### src/rtl/mac.sv
// mac: three-stage pipelined unsigned multiply-accumulate (register operands, register product, accumulate)
module mac #(
  parameter int IN_W     = 12,
  parameter int ACC_W    = 25,
  parameter bit SATURATE = 1'b0
) (
  input  logic [IN_W-1:0]  Ain,
  input  logic [IN_W-1:0]  Bin,
  input  logic             clk,
  input  logic             reset,
  output logic [ACC_W-1:0] Mac_out
);
  logic [IN_W-1:0]   a_q, b_q;
  logic [2*IN_W-1:0] prod_q;
  logic [ACC_W-1:0]  acc_q, acc_d;
  logic [ACC_W:0]    sum;
  // one extra bit keeps the carry so saturation can detect overflow
  always_comb begin
    sum   = {1'b0, acc_q} + (ACC_W+1)'(prod_q);
    acc_d = (SATURATE && sum[ACC_W]) ? '1 : sum[ACC_W-1:0];
  end
  always_ff @(posedge clk or negedge reset)
    if (!reset) begin
      a_q    <= '0;
      b_q    <= '0;
      prod_q <= '0;
      acc_q  <= '0;
    end else begin
      a_q    <= Ain;
      b_q    <= Bin;
      prod_q <= a_q * b_q;
      acc_q  <= acc_d;
    end
  assign Mac_out = acc_q;
endmodule

### config.mk
export PLATFORM = sky130hd
export DESIGN_NAME = mac
export DESIGN_NICKNAME = d
export VERILOG_FILES = /design/src/rtl/mac.sv
export SDC_FILE = /design/constraint.sdc
export NUM_CORES = 1
export LEC_CHECK = 0
export BUFFER_PORTS_ARGS = -buffer_cell sky130_fd_sc_hd__buf_2
export CAP_MARGIN = 20
export CELL_PAD_IN_SITES_DETAIL_PLACEMENT = 2
export CELL_PAD_IN_SITES_GLOBAL_PLACEMENT = 2
export CORE_ASPECT_RATIO = 0.6
export CORE_UTILIZATION = 43
export DETAILED_ROUTE_END_ITERATION = 8
export PLACE_DENSITY = 0.92
export SYNTH_ARGS = -nofsm -noshare
export SYNTH_HDL_FRONTEND = slang
export SYNTH_SLANG_ARGS = --single-unit
### constraint.sdc
create_clock -name clk -period 7.5 [get_ports clk]
set_input_delay 0 -clock clk [delete_from_list [all_inputs] [get_ports clk]]
set_output_delay 0 -clock clk [all_outputs]
set_load 0.005 [all_outputs]
==> results.sh <==
export IMPL_status="finished, final reports clean"
export IMPL_clkPwrFrac=0.108
export IMPL_synthTopCellsByArea="fa_1 (25%), dfrtp_1 (23%), ha_1 (13%), inv_1 (6.9%), nand2_1 (6.1%)"
export IMPL_p_comb_frac=0.745
export IMPL_rrSetupSlack_ps=1950
export IMPL_num_nets_final=1120
export IMPL_multi_input_area_um2=5494
export IMPL_finalHoldViolCount=0
export IMPL_grt_ovfl_total=0
export IMPL_cp_startpoint="b_q[3]"
export IMPL_wl_per_cell_um=23.24
export IMPL_p_sw_uw=2437
export IMPL_cts_root_buf="clkbuf_16"
export IMPL_switching_share=0.5240
export IMPL_regArea_um2=1827
export IMPL_post_route_util=0.4989
export IMPL_syn_area_um2=7994
export IMPL_syn_inst=850
export IMPL_rsz0062_at_grt="no"
export IMPL_reg2reg_from="b_q[3]"
export IMPL_syn_avg_cell_area_um2=9.405
export IMPL_ys_ff_latch=73
export IMPL_fp_dieW_um=178.0
export IMPL_maxSlewViolCount=0
export IMPL_coreArea_um2=18110
export IMPL_irDropWorstVdd_v=0.0002308
export IMPL_ant_nets=0
export IMPL_grt_pass1_vias=7587
export IMPL_leakagePower_uw=0.004586
export IMPL_cap_violations=0
export IMPL_drt_iter0_drc=326
export IMPL_reg2reg_to="prod_q[21]"
export IMPL_yosysWarnings=0
export IMPL_gr_usage_all_layers=0.3041
export IMPL_relSlewSlack=0.5992
export IMPL_fp_dieArea_um2=19160
export IMPL_worst_pin_slew_ps=596.2
export IMPL_post_cts_buffers=0
export IMPL_cp_endpoint="prod_q[21]"
export IMPL_fp_row_count=38
export IMPL_post_dp_hpwl_um=20250
export IMPL_diodes=0
export IMPL_yosysUniqueCellTypes=55
export IMPL_synth_edff_count=0
export IMPL_firstDrtPassIters=4
export IMPL_cts_buffers=9
export IMPL_cts_resized=0
export IMPL_p_per_area_nw_per_um2=514.6
export IMPL_drive_gt1_frac=0.09211
export IMPL_numPortBuffers=50
export IMPL_grt_max_degree=74
export IMPL_yosysTopAreaCellShare=0.2529
export IMPL_fill_cells=1932
export IMPL_cts_hold_fix_buffers=25
export IMPL_vias_per_cell=5.531
export IMPL_r2r_cells=16
export IMPL_end_kind="flop"
export IMPL_finalSetupTns_ps=0
export IMPL_path_max_fanout=12
export IMPL_final_setup_viol_count=0
export IMPL_period_needed_ps=5554
export IMPL_gp_congestion=0.8493
export IMPL_htree_num_levels=3
export IMPL_wl_um=26770
export IMPL_syn_to_final_growth_pct=13.05
export IMPL_cts_sinks=73
export IMPL_internal_power_uw=2214
export IMPL_ioPinCount=51
export IMPL_async_flop_share=1.000
export IMPL_fp_dieH_um=107.6
export IMPL_skew_ps=12.17
export IMPL_start_util=0.4413
export IMPL_drcViolationCount=0
export IMPL_synthFlopType="dfrtp_1"
export IMPL_antenna_found_initial=0
export IMPL_hp_class="input pin to async pin"
export IMPL_seq_power_share=0.147
export IMPL_critPathKind="flop to flop"
export IMPL_cp_required_ps=7720
export IMPL_ys_seq_area_frac=0.2285
export IMPL_cts_path_max_buffers=2
export IMPL_synth_fp_nets=1063
export IMPL_cts_tree="done"
export IMPL_period_share=0.7405
export IMPL_fmax_ghz=0.1801
export IMPL_grt_pass1_wl_um=42790
export IMPL_insertion_delay_ps=370
export IMPL_path_clk_slew_ps=70
export IMPL_cp_data_arrival_time_ps=5780
export IMPL_vias=6372
export IMPL_final_cell_mix="inv_1 (148), nand2_1 (129), fa_1 (101)"
export IMPL_synth_largest_area_cell="fa_1"
export IMPL_final_common_cell="inv_1"
export IMPL_crit_path_start_kind="flop"
## area by class of cell
class,count,share of cell area
clock buffer,11,0.02797
clock inverter,5,0.008584
inverter,148,0.06147
multi-input combinational,599,0.6079
sequential,73,0.2021
tap,240,0.03323
timing repair buffer,76,0.05870
## cells in the mapped netlist (2+ instances only)
cell type / n
nand4_1: 5
and2_1: 46
nand3_1: 12
a31oi_1: 4
nand2b_1: 2
a211oi_1: 7
buf_2: 4
xor2_1: 9
nand3_2: 2
nor4_1: 2
fa_1: 101
o21ai_1: 3
nor3_1: 4
dfrtp_1: 73
a21oi_2: 4
nand3b_1: 2
o211ai_1: 4
o311ai_1: 2
or3_1: 2
xnor2_1: 29
a21boi_0: 2
a21oi_1: 44
nor2_1: 16
o21bai_1: 8
o21ba_2: 3
ha_1: 86
a21o_1: 15
nand2_1: 129
inv_1: 148
and3_1: 6
clkbuf_1: 26
o21a_1: 8
nor2b_1: 5
o21ai_0: 16
## power by group through the flow
stage | clock (uW) | sequential [uW] | combinational (uW)
after global routing | 523 | 699 | 3800
after floorplan | 0 | 641 | 2360
after global placement | 0 | 680 | 2990
after CTS | 508 | 685 | 3440
after detailed placement | 0 | 687 | 3300
final | 502 | 685 | 3460
## stage by stage
stage | total power, uW | instances | hold WS, ps | cell area (um2) | setup slack, ps
finish | 4651 | 1152 | 24.77 | 9037 | 1946
global route | 5020 | 1152 | 39.43 | 9037 | 1628
CTS | 4629 | 1151 | 256.6 | 9010 | 1928
detailed placement | 3982 | 1110 | 109.7 | 8429 | 1981
global placement | 3669 | 1110 | 108.4 | 8429 | 2306
floorplan | 2997 | 850 | -295.6 | 7994 | 2782
## registers in the layout, indices dropped and copies added, names as in the netlist
register / cells
b_q: 12
prod_q: 24
Mac_out: 25
a_q: 12
## per-layer routing
metal  global-route usage  vias up  wire length [um]  share of wire
li1                     -     2822                 -              -
met1               0.3867     3341             11630           0.43
met2               0.5253      150             13480           0.50
met3              0.04908       59               934          0.035
met4               0.1032        0               721          0.027
met5                    0        -                 0              0
## kinds of logic after synthesis
group	after synthesis	share of synthesized area
AND/OR/NAND/NOR	240	0.1429
adder cells (fa/ha/maj)	187	0.3875
buffers and inverters	178	0.08421
AO/OA/AOI/OAI	132	0.1125
flip-flops	73	0.2285
XOR/XNOR	38	0.04163
multiplexers	2	0.002661
## worst max-delay path, cell delays in order, from the launching register on
cell and delay, ps:
dfrtp_1 700, nand2_1 160, fa_1 560, inv_1 60, fa_1 510, inv_1 60
fa_1 530, inv_1 50, fa_1 490, fa_1 420, ha_1 380, a211oi_1 290
o211ai_1 230, and3_1 280, o21ai_1 320, o311ai_1 190, xor2_1 170
## how the worst min path moves through the flow
stage	start	endpoint	slack [ps]	cells past startpoint
after floorplan	reset	Mac_out[0]	-300	0
after global placement	Ain[11]	a_q[11]	110	1
after detailed placement	Bin[7]	b_q[7]	110	1
after CTS	Ain[1]	a_q[1]	260	2
after global routing	reset	Mac_out[2]	40	2
final	reset	Mac_out[2]	20	2
No activity file was read; power rests on OpenSTA's default activity.
